==> src/rtl/spi_pkg.sv <==
// Shared SPI definitions: frame-decoder state encoding, command bit layout and
// the CPOL/CPHA edge-select helper used by both slave and master.
package spi_pkg;

  typedef enum logic [1:0] {
    StIdle,
    StCmd,
    StAddr,
    StData
  } spi_state_e;

  localparam int unsigned CMD_RD_BIT = 7;

  // High when MOSI/MISO are sampled on the rising SCLK edge; launch uses the other edge.
  function automatic logic sample_on_rise(input logic cpol, input logic cpha);
    return (cpol == cpha);
  endfunction

endpackage

==> src/rtl/spi_pin_sync.sv <==
// Synchronizes the SPI pins into clk_i and produces single-cycle edge pulses
// for sclk and csn.
module spi_pin_sync #(
  parameter int unsigned SYNC_STAGES = 2
) (
  input  logic clk_i,
  input  logic rst_i,
  input  logic sclk_i,
  input  logic csn_i,
  input  logic mosi_i,
  output logic sclk_rise_o,
  output logic sclk_fall_o,
  output logic csn_rise_o,
  output logic csn_fall_o,
  output logic mosi_o
);

  logic [SYNC_STAGES-1:0] sclk_q;
  logic [SYNC_STAGES-1:0] csn_q;
  logic [SYNC_STAGES-1:0] mosi_q;
  logic                   sclk_prev_q;
  logic                   csn_prev_q;

  // csn resets low so a chip select already asserted at reset release gives no fall edge.
  always_ff @(posedge clk_i) begin
    if (rst_i) begin
      sclk_q      <= '0;
      csn_q       <= '0;
      mosi_q      <= '0;
      sclk_prev_q <= 1'b0;
      csn_prev_q  <= 1'b0;
    end else begin
      sclk_q      <= {sclk_q[SYNC_STAGES-2:0], sclk_i};
      csn_q       <= {csn_q[SYNC_STAGES-2:0], csn_i};
      mosi_q      <= {mosi_q[SYNC_STAGES-2:0], mosi_i};
      sclk_prev_q <= sclk_q[SYNC_STAGES-1];
      csn_prev_q  <= csn_q[SYNC_STAGES-1];
    end
  end

  always_comb begin
    sclk_rise_o = sclk_q[SYNC_STAGES-1] & ~sclk_prev_q;
    sclk_fall_o = ~sclk_q[SYNC_STAGES-1] & sclk_prev_q;
    csn_rise_o  = csn_q[SYNC_STAGES-1] & ~csn_prev_q;
    csn_fall_o  = ~csn_q[SYNC_STAGES-1] & csn_prev_q;
    mosi_o      = mosi_q[SYNC_STAGES-1];
  end

endmodule

==> src/rtl/spi_slave_regif.sv <==
// SPI slave that decodes cmd/addr/data frames into single-cycle register bus
// reads and writes; all SPI pins are oversampled in clk_i.
module spi_slave_regif
  import spi_pkg::*;
#(
  parameter logic        CPOL        = 1'b0,
  parameter logic        CPHA        = 1'b1,
  parameter int unsigned SYNC_STAGES = 2
) (
  input  logic       clk_i,
  input  logic       rst_i,
  input  logic       spi_clk_i,
  input  logic       spi_csn_i,
  input  logic       spi_mosi_i,
  output logic       spi_miso_o,
  output logic       spi_miso_oe_o,
  output logic       reg_wr_o,
  output logic       reg_rd_o,
  output logic [7:0] reg_addr_o,
  output logic [7:0] reg_wdata_o,
  input  logic [7:0] reg_rdata_i,
  output logic       frame_done_o,
  output logic       frame_err_o
);

  localparam logic SampleOnRise = sample_on_rise(CPOL, CPHA);

  logic sclk_rise, sclk_fall, csn_rise, csn_fall, mosi_s;
  logic sample_edge, launch_edge;
  logic [7:0] rx_byte;

  spi_state_e state_q;
  logic [2:0] bit_cnt_q;
  logic [6:0] rx_sr_q;
  logic [6:0] tx_sr_q;
  logic [7:0] tx_buf_q;
  logic [7:0] addr_ptr_q;
  logic       cmd_rd_q;
  logic       rd_pend_q;
  logic       miso_q, miso_oe_q, reg_wr_q, reg_rd_q, done_q, err_q;
  logic [7:0] reg_addr_q, reg_wdata_q;

  spi_pin_sync #(
    .SYNC_STAGES(SYNC_STAGES)
  ) u_pin_sync (
    .clk_i      (clk_i),
    .rst_i      (rst_i),
    .sclk_i     (spi_clk_i),
    .csn_i      (spi_csn_i),
    .mosi_i     (spi_mosi_i),
    .sclk_rise_o(sclk_rise),
    .sclk_fall_o(sclk_fall),
    .csn_rise_o (csn_rise),
    .csn_fall_o (csn_fall),
    .mosi_o     (mosi_s)
  );

  always_comb begin
    sample_edge = SampleOnRise ? sclk_rise : sclk_fall;
    launch_edge = SampleOnRise ? sclk_fall : sclk_rise;
    rx_byte     = {rx_sr_q, mosi_s};
  end

  always_ff @(posedge clk_i) begin
    if (rst_i) begin
      state_q     <= StIdle;
      bit_cnt_q   <= '0;
      rx_sr_q     <= '0;
      tx_sr_q     <= '0;
      tx_buf_q    <= '0;
      addr_ptr_q  <= '0;
      cmd_rd_q    <= 1'b0;
      rd_pend_q   <= 1'b0;
      miso_q      <= 1'b0;
      miso_oe_q   <= 1'b0;
      reg_wr_q    <= 1'b0;
      reg_rd_q    <= 1'b0;
      reg_addr_q  <= '0;
      reg_wdata_q <= '0;
      done_q      <= 1'b0;
      err_q       <= 1'b0;
    end else begin
      reg_wr_q  <= 1'b0;
      reg_rd_q  <= 1'b0;
      done_q    <= 1'b0;
      err_q     <= 1'b0;
      rd_pend_q <= reg_rd_q;
      if (rd_pend_q) begin
        tx_buf_q <= reg_rdata_i;
      end

      if (state_q == StIdle) begin
        if (csn_fall) begin
          state_q   <= StCmd;
          bit_cnt_q <= '0;
          rx_sr_q   <= '0;
          tx_sr_q   <= '0;
          tx_buf_q  <= '0;
          miso_q    <= 1'b0;
          miso_oe_q <= 1'b1;
        end
      end else if (csn_rise) begin
        // csn rise takes priority over any sample edge seen in the same cycle.
        state_q   <= StIdle;
        miso_q    <= 1'b0;
        miso_oe_q <= 1'b0;
        done_q    <= (bit_cnt_q == 3'd0);
        err_q     <= (bit_cnt_q != 3'd0);
      end else begin
        if (sample_edge) begin
          bit_cnt_q <= bit_cnt_q + 3'd1;
          rx_sr_q   <= rx_byte[6:0];
          if (bit_cnt_q == 3'd7) begin
            case (state_q)
              StCmd: begin
                cmd_rd_q <= rx_byte[CMD_RD_BIT];
                state_q  <= StAddr;
              end
              StAddr: begin
                state_q <= StData;
                if (cmd_rd_q) begin
                  reg_rd_q   <= 1'b1;
                  reg_addr_q <= rx_byte;
                  addr_ptr_q <= rx_byte + 8'd1;
                end else begin
                  addr_ptr_q <= rx_byte;
                end
              end
              StData: begin
                reg_addr_q <= addr_ptr_q;
                addr_ptr_q <= addr_ptr_q + 8'd1;
                if (cmd_rd_q) begin
                  reg_rd_q <= 1'b1;
                end else begin
                  reg_wr_q    <= 1'b1;
                  reg_wdata_q <= rx_byte;
                end
              end
              default: ;
            endcase
          end
        end
        // First launch of each byte takes its MSB straight from tx_buf.
        if (launch_edge) begin
          if (bit_cnt_q == 3'd0) begin
            miso_q  <= tx_buf_q[7];
            tx_sr_q <= tx_buf_q[6:0];
          end else begin
            miso_q  <= tx_sr_q[6];
            tx_sr_q <= {tx_sr_q[5:0], 1'b0};
          end
        end
      end
    end
  end

  always_comb begin
    spi_miso_o    = miso_q;
    spi_miso_oe_o = miso_oe_q;
    reg_wr_o      = reg_wr_q;
    reg_rd_o      = reg_rd_q;
    reg_addr_o    = reg_addr_q;
    reg_wdata_o   = reg_wdata_q;
    frame_done_o  = done_q;
    frame_err_o   = err_q;
  end

endmodule
==> config.mk <==
export PLATFORM = sky130hd
export DESIGN_NAME = spi_slave_regif
export DESIGN_NICKNAME = d
export VERILOG_FILES = /design/src/rtl/spi_pkg.sv /design/src/rtl/spi_pin_sync.sv /design/src/rtl/spi_slave_regif.sv
export SDC_FILE = /design/constraint.sdc
export NUM_CORES = 1
export LEC_CHECK = 0
export ABC_CLOCK_PERIOD_IN_PS = 2800
export CAP_MARGIN = 5
export CORE_UTILIZATION = 45
export DETAILED_ROUTE_END_ITERATION = 12
export PLACE_DENSITY = 0.66
export SYNTH_ARGS = -nofsm -noshare
export SYNTH_HDL_FRONTEND = slang
export SYNTH_SLANG_ARGS = --single-unit
==> constraint.sdc <==
create_clock -name clk_i -period 2.8 [get_ports clk_i]
set_clock_uncertainty 0.15 [all_clocks]
set_input_delay 0.56 -clock clk_i [delete_from_list [all_inputs] [get_ports clk_i]]
set_output_delay 0.56 -clock clk_i [all_outputs]
set_load 0.005 [all_outputs]
Word level (Yosys, flattened, before mapping)
Index checks and enable logic that the tools add are counted.

Memory bits (read-only): 0. Bits in latches: 0. Input port bits: 13. Memories kept: 0. Flip-flop bits (word level): 67. Output and inout bits: 22. Word-level logic and storage cells: 105. Memory bits (writable): 0.

Reduce and logical (&&, ||, !) cells: 24. Shifts and indexed selects: 0. Eq/ne operators: 7. $add $sub $neg: 3. $lt $le $gt $ge: 0. Div/mod/pow operators: 0. Bitwise operators: 15. Multipliers: 0. Muxes and demuxes: 35.

Operators by type and width (number): $mux 7 (8); $mux 8 (5); $pmux 8 s2 (2); $add 8x1->8 const B (2); $mux 3 (4); $reduce_and 6->1 (2); $reduce_bool 3->1 (4); $reduce_or 6->1 (2); $not 1->1 (11); $mux 1 (10); $mux 2 (5); $reduce_and 5->1 (2); $reduce_bool 2->1 (4); $reduce_and 3->1 (2); $and 1x1->1 (4); $eq 2x2->1 const B (2); $ne 2x2->1 const B (2); $pmux 2 s2 (1); $reduce_and 2->1 (2); $reduce_and 4->1 (1); $reduce_bool 4->1 (1); $add 3x1->3 const B (1); $eq 3x3->1 const B (1); $logic_not 3->1 (1); 5 further kinds (5).

Logic depth before layout (Yosys ltp)
Gate-level depths: netlist of run 1.

Word-level depth: 6. Mapped depth: 8. Depth with buffers taken out: 7.

Modules after synthesis
From an unflattened synthesis of run 1, not the netlist that was laid out.

Cell total of the unflattened synthesis: 341. Area, all modules: 3010.4 um2.

By module, submodules not included: spi_slave_regif (area an instance 2775.2 um2, instances 1, seq. area each 1181.1 um2, cells an instance 321); spi_pin_sync (area an instance 235.2 um2, instances 1, seq. area each 160.2 um2, cells an instance 20).

Worst setup path before layout of run 1
Ideal clock, no wire load.

Path kind: register to register. From: reg bit_cnt_q[0]. To: reg reg_wdata_q[2], in the netlist reg_wdata_o[2]. Path buffers: 1. Setup time: 0.128 ns. Period minus slack after synthesis: 1.977 ns. Required time: 2.522 ns. Arrival: 1.700 ns. Cell stages (with the launch flop): 9. Slack: 0.823 ns. Cells stage by stage: dfxtp_1 -> ha_1 -> ha_1 -> nand3b_1 -> nor3_4 -> and3b_1 -> buf_6 -> mux2i_1 -> nor2_1.

Cells in the longest elaborated chain, start to end: 2.

RTL lines: from (decl) (line spi_slave_regif.sv:33) `logic [2:0] bit_cnt_q;`; from (signal assigned) (line spi_slave_regif.sv:111) `bit_cnt_q <= bit_cnt_q + 3'd1;`; $eq 3x3->1 (line spi_slave_regif.sv:113) `if (bit_cnt_q == 3'd7) begin`; $reduce_and 6->1 (no line); to (signal assigned) (line spi_slave_regif.sv:136) `reg_wdata_q <= rx_byte;`; to (decl) (line spi_slave_regif.sv:41) `logic [7:0] reg_addr_q, reg_wdata_q;`.

No other way between the ends. A chain may end at the register's enable or synchronous reset.

Worst setup path in the final report of run 1
From: reg bit_cnt_q[0]. To: reg reg_wdata_q[3], in the netlist reg_wdata_o[3].

Same word-level chain as after synthesis.

==> impl_metrics.csv, run 1 <==
group,metric,value,unit
min_path,holdPathStages,1,
critical_path,setup.worst_path.start_class,"flop",
clock_tree,clk_root_buffer_cell,"sky130_fd_sc_hd__clkbuf_8",
floorplan,initial_utilization,46.77,%
logic_synthesis,synth-seq-cells,67,
timing,tightest_slew,532.3,ps
critical_path,end_kind,"flop",
critical_path,worstPathMaxFanout,10,
timing,final-hold-violation-count,0,
final_layout,post_layout_nonfiller_instances,430,
critical_path,delay_of_the_slowest_cell_on_the_worst_path,550,ps
drt,drcViolationCount,0,
final_layout,register_area,1341,sq um
critical_path,cp.required,2880,ps
placed_design,placed_cells,417,
min_path,type_of_the_most_critical_hold_path,"flop to flop",
final_layout,multi_input_area,1515,sq um
drt,route.vias.total,2277,
timing,fmax,0.4138,GHz
critical_path,reg2reg_to,"reg_wdata_o[3]$_SDFFE_PP0P_",
logic_synthesis,synth.yosys.warnings,0,
min_path,hold-path-endpoint,"u_pin_sync.sclk_q[1]$_SDFF_PP0_",
final_layout,fin_area,3535,sq um
grt,grt_start_max_net_pins,22,
critical_path,timing.setup.critical_path_class,"flop to flop",
clock_tree,clkSinkCount,67,
final_layout,fill_cells,593,
timing,final_period_minus_worst_setup_slack,2417,ps
timing,totalNegativeSetupSlack,0,ps
critical_path,data_arrival_time_of_the_worst_path,2490,ps
drt,drtPass1Iterations,4,
floorplan,die_width,83.47,microns
critical_path,cpMaxStageDelayCell,"sky130_fd_sc_hd__and3b_1",
logic_synthesis,synth.avg_cell_area,9.362,sq um
logic_synthesis,synth_enable_flop_cells,0,
timing,finalSetupViolations,0,
clock_tree,cts_tree,"done",
clock_tree,post_cts_setup_inserts,0,
placed_design,hpwl,4000,microns
grt,global_route_wire_length_before_repair,10070,microns
power_and_ir_drop,power_leakage,1.228,nW
floorplan,ioPinCount,35,
logic_synthesis,async_reset_ff_share,0,%
clock_tree,cts-hold-fix-buffers,0,
placed_design,place_area,3379,sq um
drt,routed_wire_length_per_instance,13.32,microns
run_status,result_of_the_run,"finished, final reports clean",
floorplan,die_height,83.47,microns
critical_path,path_common_cell,"sky130_fd_sc_hd__ha_1",
grt,first_global_vias,2107,
logic_synthesis,mappedNetlistNets,341,
drt,detail_route_antenna_nets,0,
clock_tree,clockBufferDepth,2,
grt,global_route.usage.total,17.93,%
drt,routed_via_density,5.295,
clock_tree,cts_made_buffers,9,
final_layout,drive_above_1_share,7.932,%
critical_path,timing.rr.start,"bit_cnt_q[0]$_SDFFE_PP0P_",
clock_tree,cts_resized,0,
timing,finalMaxSlewViolations,0,
logic_synthesis,postSynthCellCount,319,
critical_path,reg2reg_depth,7,
final_layout,number_of_nets_in_the_layout,373,
placed_design,placement.io_buffers,34,
final_layout,layout.core_utilization,55.35,%
logic_synthesis,synth.cell_area,2987,sq um
final_layout,antenna_cells,0,
clock_tree,clk_pin_slew,70,ps
placed_design,place_congestion,0.8229,
drt,detailedRoute.firstIterationViolations,84,
logic_synthesis,ys_dominant_reg_cell,"sky130_fd_sc_hd__dfxtp_1",
timing,timing.hold.ws,291.3,ps
critical_path,critical_path.cell_chain,"ha_1 > ha_1 > nand3b_1 > nor3_4 > and3b_1 > mux2i_1 > nor2_1",
critical_path,crit_path_max_delay_family,"simple AND/OR/NAND/NOR gates",
timing,post-route-period-util,86.31,%
power_and_ir_drop,ir_drop,0.2326,mV
floorplan,core,6386,sq um
floorplan,placement_rows,29,
min_path,min_from,"u_pin_sync.sclk_q[0]$_SDFF_PP0_",
floorplan,fp.dieArea,6966,sq um
timing,rsz0062_at_grt,"no",
clock_tree,clk-insertion-delay-late,330,ps
final_layout,area_delta_synth_final,18.35,%
job,max-cap-violations,0,
grt,grt.overflow.total,0,
drt,detail_route.wirelength,5726,microns
critical_path,critical_path.n_buffers_inverters,0,
critical_path,reg2reg_slack,380,ps
logic_synthesis,share_of_synthesized_area_occupied_by_flip_flops_and_latches,44.91,%
clock_tree,htreeDepth,3,
grt,antenna_found_initial,0,
power_and_ir_drop,powerDensity,478.0,nW/um^2
logic_synthesis,synth_cell_type_count,42,
timing,slew_headroom,64.38,%
-- how the worst max path moves through the flow --
stage,from,to,slack [ps],cells past startpoint
2_1_floorplan,bit_cnt_q[0]$_SDFFE_PP0P_,reg_wdata_o[2]$_SDFFE_PP0P_,820,8
5_1_grt,bit_cnt_q[0]$_SDFFE_PP0P_,reg_wdata_o[5]$_SDFFE_PP0P_,120,7
6_report,bit_cnt_q[0]$_SDFFE_PP0P_,reg_wdata_o[3]$_SDFFE_PP0P_,380,7
3_5_place_dp,bit_cnt_q[0]$_SDFFE_PP0P_,reg_wdata_o[3]$_SDFFE_PP0P_,350,7
3_3_place_gp,state_q[0]$_SDFFE_PP0P_,reg_wdata_o[4]$_SDFFE_PP0P_,440,6
4_1_cts,bit_cnt_q[0]$_SDFFE_PP0P_,reg_wdata_o[3]$_SDFFE_PP0P_,350,7
-- cell usage in the layout, fill, tap and decap left out, types with 2 or more instances in the layout --
| cell | count |
|---|---|
| sky130_fd_sc_hd__nor2b_1 | 16 |
| sky130_fd_sc_hd__nand3b_1 | 5 |
| sky130_fd_sc_hd__xor2_1 | 3 |
| sky130_fd_sc_hd__mux2i_1 | 31 |
| sky130_fd_sc_hd__dfxtp_1 | 67 |
| sky130_fd_sc_hd__nand3_1 | 12 |
| sky130_fd_sc_hd__clkdlybuf4s50_1 | 34 |
| sky130_fd_sc_hd__a22o_1 | 11 |
| sky130_fd_sc_hd__clkinv_2 | 2 |
| sky130_fd_sc_hd__ha_1 | 9 |
| sky130_fd_sc_hd__nor3_1 | 3 |
| sky130_fd_sc_hd__a31oi_1 | 2 |
| sky130_fd_sc_hd__inv_1 | 7 |
| sky130_fd_sc_hd__or3_1 | 2 |
| sky130_fd_sc_hd__o21ai_0 | 12 |
| sky130_fd_sc_hd__a211oi_1 | 8 |
| sky130_fd_sc_hd__clkbuf_8 | 10 |
| sky130_fd_sc_hd__a221oi_1 | 2 |
| sky130_fd_sc_hd__xnor2_1 | 6 |
| sky130_fd_sc_hd__nand4_1 | 3 |
| sky130_fd_sc_hd__nor2_1 | 39 |
| sky130_fd_sc_hd__nand2_1 | 19 |
| sky130_fd_sc_hd__a21oi_1 | 14 |
| sky130_fd_sc_hd__nand2b_1 | 8 |
| sky130_fd_sc_hd__mux2_2 | 3 |
| sky130_fd_sc_hd__buf_4 | 8 |
-- layer usage --
layer  global-route usage (%)  vias up  part of all wire [%]
met4                    9.245        0                   2.0
met3                    3.858       10                   4.7
li1                         -     1178                     -
met5                        0        -                     0
met1                    24.69     1038                    51
met2                    26.45       51                    43
-- kinds of logic after synthesis --
kind of cell | Yosys count | share of synthesized area (%)
simple gates | 116 | 20.28
flops | 67 | 44.91
compound gates | 56 | 12.53
mux | 34 | 11.52
buf+inv | 28 | 4.357
xor+xnor | 9 | 2.639
fa+ha+maj | 9 | 3.770
-- registers in the layout (all words and copies together) (netlist names), 2 cells and up --
| name | flops |
|---|---|
| addr_ptr_q | 8 |
| state_q | 2 |
| tx_sr_q | 7 |
| u_pin_sync.mosi_q | 2 |
| u_pin_sync.csn_q | 2 |
| tx_buf_q | 8 |
| bit_cnt_q | 3 |
| reg_wdata_o | 8 |
| reg_addr_o | 8 |
| u_pin_sync.sclk_q | 2 |
| rx_sr_q | 7 |
-- cell type report --
class                   count  share of cell area [%]
flip-flops and latches     67                   37.95
clock buffers              10                   3.894
clock inverters             3                  0.4956
well taps                  77                   2.726
repair buffers             42                   11.33
inverters                   7                  0.7434
multi-input cells         224                   42.87
-- synthesized netlist by cell type (8+ instances only) --
cell | instances | area [sq um]
sky130_fd_sc_hd__dfxtp_1 | 67 | 1341
sky130_fd_sc_hd__nor2_1 | 39 | 146.4
sky130_fd_sc_hd__mux2i_1 | 31 | 310.3
sky130_fd_sc_hd__nand2_1 | 19 | 71.32
sky130_fd_sc_hd__nor2b_1 | 16 | 100.1
sky130_fd_sc_hd__a21oi_1 | 14 | 70.07
sky130_fd_sc_hd__clkbuf_1 | 13 | 48.80
sky130_fd_sc_hd__nand3_1 | 12 | 60.06
sky130_fd_sc_hd__o21ai_0 | 12 | 60.06
sky130_fd_sc_hd__a22o_1 | 11 | 96.34
sky130_fd_sc_hd__ha_1 | 9 | 112.6
sky130_fd_sc_hd__a211oi_1 | 8 | 60.06
sky130_fd_sc_hd__nand2b_1 | 8 | 50.05
-- power breakdown --
part,leakage [nW],switching (mW),internal [mW]
Sequential,0.541,0.00570,0.960
Combinational,0.607,0.0334,0.0322
Clock,0.0799,0.331,0.327
Total,1.23,0.370,1.32
-- metrics by stage --
stage	total power, mW	worst slack, ps
after global placement	1.053	438.5
after CTS	1.715	350.4
after global routing	1.763	120.5
final	1.690	383.3
after detailed placement	1.054	347.5
after floorplan	1.022	822.7
Power figures use the tool's default switching activity.
==> inputs of run 2 (changes only) <==
Settings changed: SYNTH_HIERARCHICAL set to 1.
==> impl_metrics.csv, run 2 <==
group,metric,value,unit
run_status,result_of_the_run,"finished, final reports clean",
logic_synthesis,synth.cell_area,3010,sq um
logic_synthesis,synth_cell_type_count,42,
logic_synthesis,mappedNetlistNets,364,
drt,met3RoutedLength,252,microns
final_layout,most_common_cell_after_layout_fill_and_taps_aside,"sky130_fd_sc_hd__dfxtp_1",
timing,totalNegativeSetupSlack,0,ps
power_and_ir_drop,ir_drop,0.4987,mV
placed_design,hpwl,4203,microns
clock_tree,clk-insertion-delay-late,330,ps
min_path,holdPathStages,1,
timing,final_period_minus_worst_setup_slack,2309,ps
logic_synthesis,synth-seq-cells,67,
timing,rsz0062_at_grt,"no",
timing,final-hold-violation-count,0,
placed_design,place_congestion,0.8728,
clock_tree,cts_resized,0,
timing,timing.hold.ws,288.8,ps
logic_synthesis,postSynthCellCount,341,
logic_synthesis,async_reset_ff_share,0,%
min_path,type_of_the_most_critical_hold_path,"flop to flop",
final_layout,antenna_cells,0,
floorplan,fp.dieArea,7021,sq um
critical_path,worstPathMaxFanout,12,
clock_tree,clk_root_buffer_cell,"sky130_fd_sc_hd__clkbuf_8",
logic_synthesis,synth_top_area_share,44.56,%
placed_design,placement.io_buffers,34,
min_path,hold-path-endpoint,"u_pin_sync/sclk_q[1]$_SDFF_PP0_",
critical_path,end_kind,"flop",
placed_design,post-place-ws,514.1,ps
timing,finalSetupViolations,0,
power_and_ir_drop,total_power,1.913,mW
logic_synthesis,synth.avg_cell_area,8.828,sq um
drt,routed_wire_length_per_instance,13.44,microns
drt,drtPass1Iterations,4,
job,max-cap-violations,0,
grt,global_route_wire_length_before_repair,10610,microns
drt,drcViolationCount,0,
timing,fmax,0.4331,GHz
critical_path,setup.worst_path.start_class,"flop",
critical_path,reg2reg_slack,490,ps
critical_path,data_arrival_time_of_the_worst_path,2420,ps
timing,post-route-period-util,82.47,%
drt,route.vias.total,2403,
final_layout,layout_common_cells,"67 x sky130_fd_sc_hd__dfxtp_1, 36 x sky130_fd_sc_hd__nand2_1, 33 x sky130_fd_sc_hd__clkdlybuf4s50_1, 32 x sky130_fd_sc_hd__nor2_1",
drt,routed_via_density,5.352,
logic_synthesis,ys_dominant_reg_cell,"sky130_fd_sc_hd__dfxtp_1",
final_layout,fill_cells,598,
grt,global_route.usage.total,18.84,%
power_and_ir_drop,powerDensity,531.3,nW/um^2
timing,slew_headroom,56.36,%
clock_tree,post_cts_setup_inserts,0,
floorplan,placement_rows,29,
floorplan,ioPinCount,35,
clock_tree,htreeDepth,3,
critical_path,cp.required,2910,ps
grt,first_global_vias,2229,
critical_path,timing.setup.critical_path_class,"flop to flop",
clock_tree,clkSinkCount,67,
clock_tree,cts-hold-fix-buffers,0,
logic_synthesis,synth.yosys.warnings,6,
final_layout,number_of_nets_in_the_layout,391,
drt,met2RoutedLength,2515,microns
drt,detail_route_antenna_nets,0,
logic_synthesis,post-synth-top-count-cell,"sky130_fd_sc_hd__dfxtp_1",
final_layout,drive_above_1_share,8.602,%
clock_tree,cts_made_buffers,9,
grt,grt_start_max_net_pins,37,
timing,tightest_slew,654.7,ps
drt,m1WireLength,3150,microns
floorplan,die_width,83.79,microns
min_path,min_from,"u_pin_sync/sclk_q[0]$_SDFF_PP0_",
critical_path,timing.rr.start,"state_q[1]$_SDFFE_PP0P_",
timing,finalMaxSlewViolations,0,
floorplan,die_height,83.79,microns
logic_synthesis,share_of_synthesized_area_occupied_by_flip_flops_and_latches,44.56,%
floorplan,core,6386,sq um
clock_tree,clk_pin_slew,70,ps
power_and_ir_drop,power_leakage,1.247,nW
logic_synthesis,synth_common_cells,"67 x sky130_fd_sc_hd__dfxtp_1, 36 x sky130_fd_sc_hd__nand2_1, 32 x sky130_fd_sc_hd__nor2_1",
clock_tree,cts_tree,"done",
critical_path,reg2reg_depth,7,
logic_synthesis,synth_enable_flop_cells,0,
clock_tree,clockBufferDepth,2,
final_layout,area_delta_synth_final,19.58,%
drt,detail_route.wirelength,6035,microns
logic_synthesis,leading_post_synthesis_cells_by_cell_area,"sky130_fd_sc_hd__dfxtp_1 45%, sky130_fd_sc_hd__mux2i_1 8.6%, sky130_fd_sc_hd__nand2_1 4.5%",
logic_synthesis,yosysTopAreaCell,"sky130_fd_sc_hd__dfxtp_1",
timing,final.setup.worst_slack,490.8,ps
drt,detailedRoute.firstIterationViolations,102,
drt,top_layer_used,"met4",
grt,grt.overflow.total,0,
floorplan,initial_utilization,47.14,%
critical_path,reg2reg_to,"addr_ptr_q[0]$_SDFFE_PP0P_",
grt,antenna_found_initial,0,
==> run 2: cell types whose count changed in the layout (fill, tap and decap cells not counted), sizes merged, moves of 5 or more <==
| cell | change |
|---|---|
| nand3 | +11 |
| nor2 | -7 |
| mux2i | -5 |
| a22o | -11 |
| nand2 | +17 |
| a21oi | +12 |
| nand2b | -7 |
==> run 2: layer usage <==
layer	up-vias	track usage, %
met5	-	0
met4	0	9.399
met3	9	4.154
met2	47	27.20
met1	1099	26.33
li1	1248	-
==> run 2: logic make-up after synthesis <==
kind of cell	synth area share, %
and+or+nand+nor	21.53
DFF	44.56
AOI/OAI and AO/OA	13.34
muxes	11.26
buffers and inverters	4.281
adders and majority gates	4.156
xor gates and xnor gates	0.8730
==> run 2: final cells by class <==
cell class | count | area [sq um] | share of cell area, %
Multi-Input combinational cell | 243 | 1540 | 42.79
Clock inverter | 5 | 77.57 | 2.155
Timing Repair Buffer | 40 | 380.4 | 10.57
Inverter | 7 | 26.28 | 0.7299
Sequential cell | 67 | 1341 | 37.26
Clock buffer | 10 | 137.6 | 3.823
Tap cell | 77 | 96.34 | 2.676
==> run 2: how the worst max path moves through the flow <==
stage / from / endpoint / cells past startpoint
after detailed placement: state_q[1]$_SDFFE_PP0P_ / addr_ptr_q[0]$_SDFFE_PP0P_ / 7
final: state_q[1]$_SDFFE_PP0P_ / addr_ptr_q[0]$_SDFFE_PP0P_ / 7
after CTS: state_q[1]$_SDFFE_PP0P_ / addr_ptr_q[0]$_SDFFE_PP0P_ / 7
after global routing: state_q[1]$_SDFFE_PP0P_ / addr_ptr_q[0]$_SDFFE_PP0P_ / 7
after floorplan: state_q[1]$_SDFFE_PP0P_ / addr_ptr_q[0]$_SDFFE_PP0P_ / 8
after global placement: state_q[1]$_SDFFE_PP0P_ / addr_ptr_q[0]$_SDFFE_PP0P_ / 7
==> run 2: power breakdown <==
| group | internal [mW] | switching (mW) | leakage, nW |
|---|---|---|---|
| registers | 0.960 | 0.00552 | 0.541 |
| clock network | 0.518 | 0.352 | 0.108 |
| logic | 0.0339 | 0.0432 | 0.597 |
| total | 1.51 | 0.401 | 1.25 |
==> run 2: through the flow <==
step,instance area [sq um],cells,util [%]
2_1_floorplan,3010,341,-
3_3_place_gp,3385,434,53.00
3_5_place_dp,3385,434,53.00
4_1_cts,3600,449,56.37
5_1_grt,3600,449,56.37
6_report,3600,449,56.37
==> run 2: worst max-delay path, stage by stage (launching register included) <==
cell and delay, ps:
sky130_fd_sc_hd__dfxtp_1 430, sky130_fd_sc_hd__inv_1 90, sky130_fd_sc_hd__ha_1 320, sky130_fd_sc_hd__nand4bb_1 240, sky130_fd_sc_hd__buf_4 190, sky130_fd_sc_hd__or2_1 320, sky130_fd_sc_hd__or3_1 370, sky130_fd_sc_hd__a21oi_1 130
==> inputs of run 3 (changes only) <==
Settings changed: ABC_CLOCK_PERIOD_IN_PS 2800 to 2280.
Clock period 2.8 ns to 2.28 ns, I/O delays scaled along.
==> impl_metrics.csv, run 3 (synthesis gave the netlist of run 2 again) <==
group,metric,value,unit
timing,totalNegativeSetupSlack,0,ps
floorplan,placement_rows,29,
critical_path,timing.setup.critical_path_class,"flop to flop",
clock_tree,clockBufferDepth,2,
power_and_ir_drop,switching_share,22.19,%
critical_path,delay_of_the_slowest_cell_on_the_worst_path,630,ps
power_and_ir_drop,ir_drop,0.5116,mV
power_and_ir_drop,power_leakage,1.270,nW
drt,drcViolationCount,0,
clock_tree,clk_root_buffer_cell,"sky130_fd_sc_hd__clkbuf_8",
critical_path,crit_path_max_delay_family,"simple AND/OR/NAND/NOR gates",
timing,timing.hold.ws,287.9,ps
power_and_ir_drop,internal_power,1.843,mW
clock_tree,cts_tree,"done",
floorplan,fp.dieArea,7021,sq um
timing,finalSetupViolations,0,
power_and_ir_drop,combinationalPowerShare,4.3,%
critical_path,data_arrival_time_of_the_worst_path,2180,ps
critical_path,cp.required,2360,ps
drt,drtPass1Iterations,4,
critical_path,end_kind,"flop",
grt,first_global_vias,2314,
clock_tree,clk-insertion-delay-late,340,ps
final_layout,most_common_cell_after_layout_fill_and_taps_aside,"sky130_fd_sc_hd__dfxtp_1",
clock_tree,clkSinkCount,67,
drt,routed_via_density,5.387,
critical_path,worstPathMaxFanout,9,
floorplan,die_height,83.79,microns
drt,route.vias.total,2451,
timing,final_period_minus_worst_setup_slack,2102,ps
final_layout,antenna_cells,0,
final_layout,drive_above_1_share,9.788,%
clock_tree,cts_made_buffers,9,
grt,global_route.usage.total,19.01,%
floorplan,die_width,83.79,microns
placed_design,placement.io_buffers,34,
drt,detailedRoute.firstIterationViolations,136,
placed_design,place_area,3422,sq um
power_and_ir_drop,clockPowerShare,45.7,%
placed_design,hpwl,4266,microns
drt,detail_route.wirelength,6123,microns
final_layout,number_of_nets_in_the_layout,396,
critical_path,cpMaxStageDelayCell,"sky130_fd_sc_hd__or3b_1",
clock_tree,post_cts_setup_inserts,0,
timing,slew_headroom,66.76,%
power_and_ir_drop,powerDensity,650.7,nW/um^2
power_and_ir_drop,switching_power,525.6,uW
grt,antenna_found_initial,0,
final_layout,fin_area,3640,sq um
run_status,result_of_the_run,"finished, final reports clean",
floorplan,core,6386,sq um
timing,tightest_slew,498.6,ps
timing,rsz0062_at_grt,"no",
clock_tree,clk_pin_slew,70,ps
grt,grt_start_max_net_pins,26,
timing,post-route-period-util,92.21,%
final_layout,fill_cells,603,
clock_tree,cts-hold-fix-buffers,0,
grt,grt.overflow.total,0,
drt,routed_wire_length_per_instance,13.46,microns
floorplan,initial_utilization,47.14,%
final_layout,area_delta_synth_final,20.91,%
grt,global_route_wire_length_before_repair,10760,microns
clock_tree,cts_resized,0,
timing,finalMaxSlewViolations,0,
critical_path,critical_path.n_buffers_inverters,1,
final_layout,layout_common_cells,"67 x sky130_fd_sc_hd__dfxtp_1, 36 x sky130_fd_sc_hd__nand2_1, 33 x sky130_fd_sc_hd__clkdlybuf4s50_1, 32 x sky130_fd_sc_hd__nor2_1",
critical_path,setup.worst_path.start_class,"flop",
placed_design,place_congestion,0.7895,
timing,fmax,0.4757,GHz
critical_path,critical_path.cell_chain,"inv_1 > ha_1 > nand4bb_1 > or3b_1 > mux2i_1 > nor2_1",
clock_tree,htreeDepth,3,
drt,detail_route_antenna_nets,0,
job,max-cap-violations,0,
min_path,type_of_the_most_critical_hold_path,"flop to flop",
floorplan,ioPinCount,35,
power_and_ir_drop,sequentialPowerShare,50.1,%
timing,final-hold-violation-count,0,
## run 3: layout make-up
type	instances	area, sq um	share of cell area, %
Inverter	7	26.28	0.7219
Multi-Input combinational cell	243	1540	42.32
Clock inverter	6	90.09	2.475
Clock buffer	10	127.6	3.506
Tap cell	77	96.34	2.647
Sequential cell	67	1341	36.85
Timing Repair Buffer	45	417.9	11.48
## run 3: worst reg2reg max path: stages (launching register included)
cell                        delay, ps
sky130_fd_sc_hd__dfxtp_1          430
sky130_fd_sc_hd__inv_1             90
sky130_fd_sc_hd__ha_1             200
sky130_fd_sc_hd__nand4bb_1        210
sky130_fd_sc_hd__or3b_1           630
sky130_fd_sc_hd__mux2i_1          240
sky130_fd_sc_hd__nor2_1            50
## run 3: stage by stage
stage	utilization [%]	instances	setup WS [ps]	total power, mW
after floorplan	-	341	277.5	1.270
after global placement	53.59	439	265.3	1.312
after detailed placement	53.59	439	165.3	1.314
after CTS	56.99	455	172.3	2.389
after global routing	56.99	455	11.06	2.451
final	56.99	455	177.6	2.368
## run 3: worst paths after layout
kind	startpoint	endpoint	slack (ps)	depth (start not counted)
worst max-delay path	state_q[1]$_SDFFE_PP0P_	reg_wdata_o[1]$_SDFFE_PP0P_	180	6
worst min-delay path	u_pin_sync/sclk_q[0]$_SDFF_PP0_	u_pin_sync/sclk_q[1]$_SDFF_PP0_	290	1
worst max register to register	state_q[1]$_SDFFE_PP0P_	reg_wdata_o[1]$_SDFFE_PP0P_	180	6
worst min register to register	u_pin_sync/sclk_q[0]$_SDFF_PP0_	u_pin_sync/sclk_q[1]$_SDFF_PP0_	290	1
## run 3: per-layer routing
layer | vias to the layer above | GRT usage, % | routed length (microns)
met5 | - | 0 | 0
met4 | 0 | 10.02 | 129
met3 | 12 | 4.154 | 250
met2 | 53 | 28.01 | 2560
met1 | 1126 | 25.97 | 3183
li1 | 1260 | - | -
## run 3: power by group through the flow
stage / Sequential [mW] / Combinational, mW / Clock, mW
6_report: 1.19 / 0.101 / 1.08
5_1_grt: 1.19 / 0.112 / 1.15
4_1_cts: 1.19 / 0.101 / 1.10
3_5_place_dp: 1.21 / 0.100 / 0
3_3_place_gp: 1.21 / 0.0990 / 0
2_1_floorplan: 1.21 / 0.0585 / 0
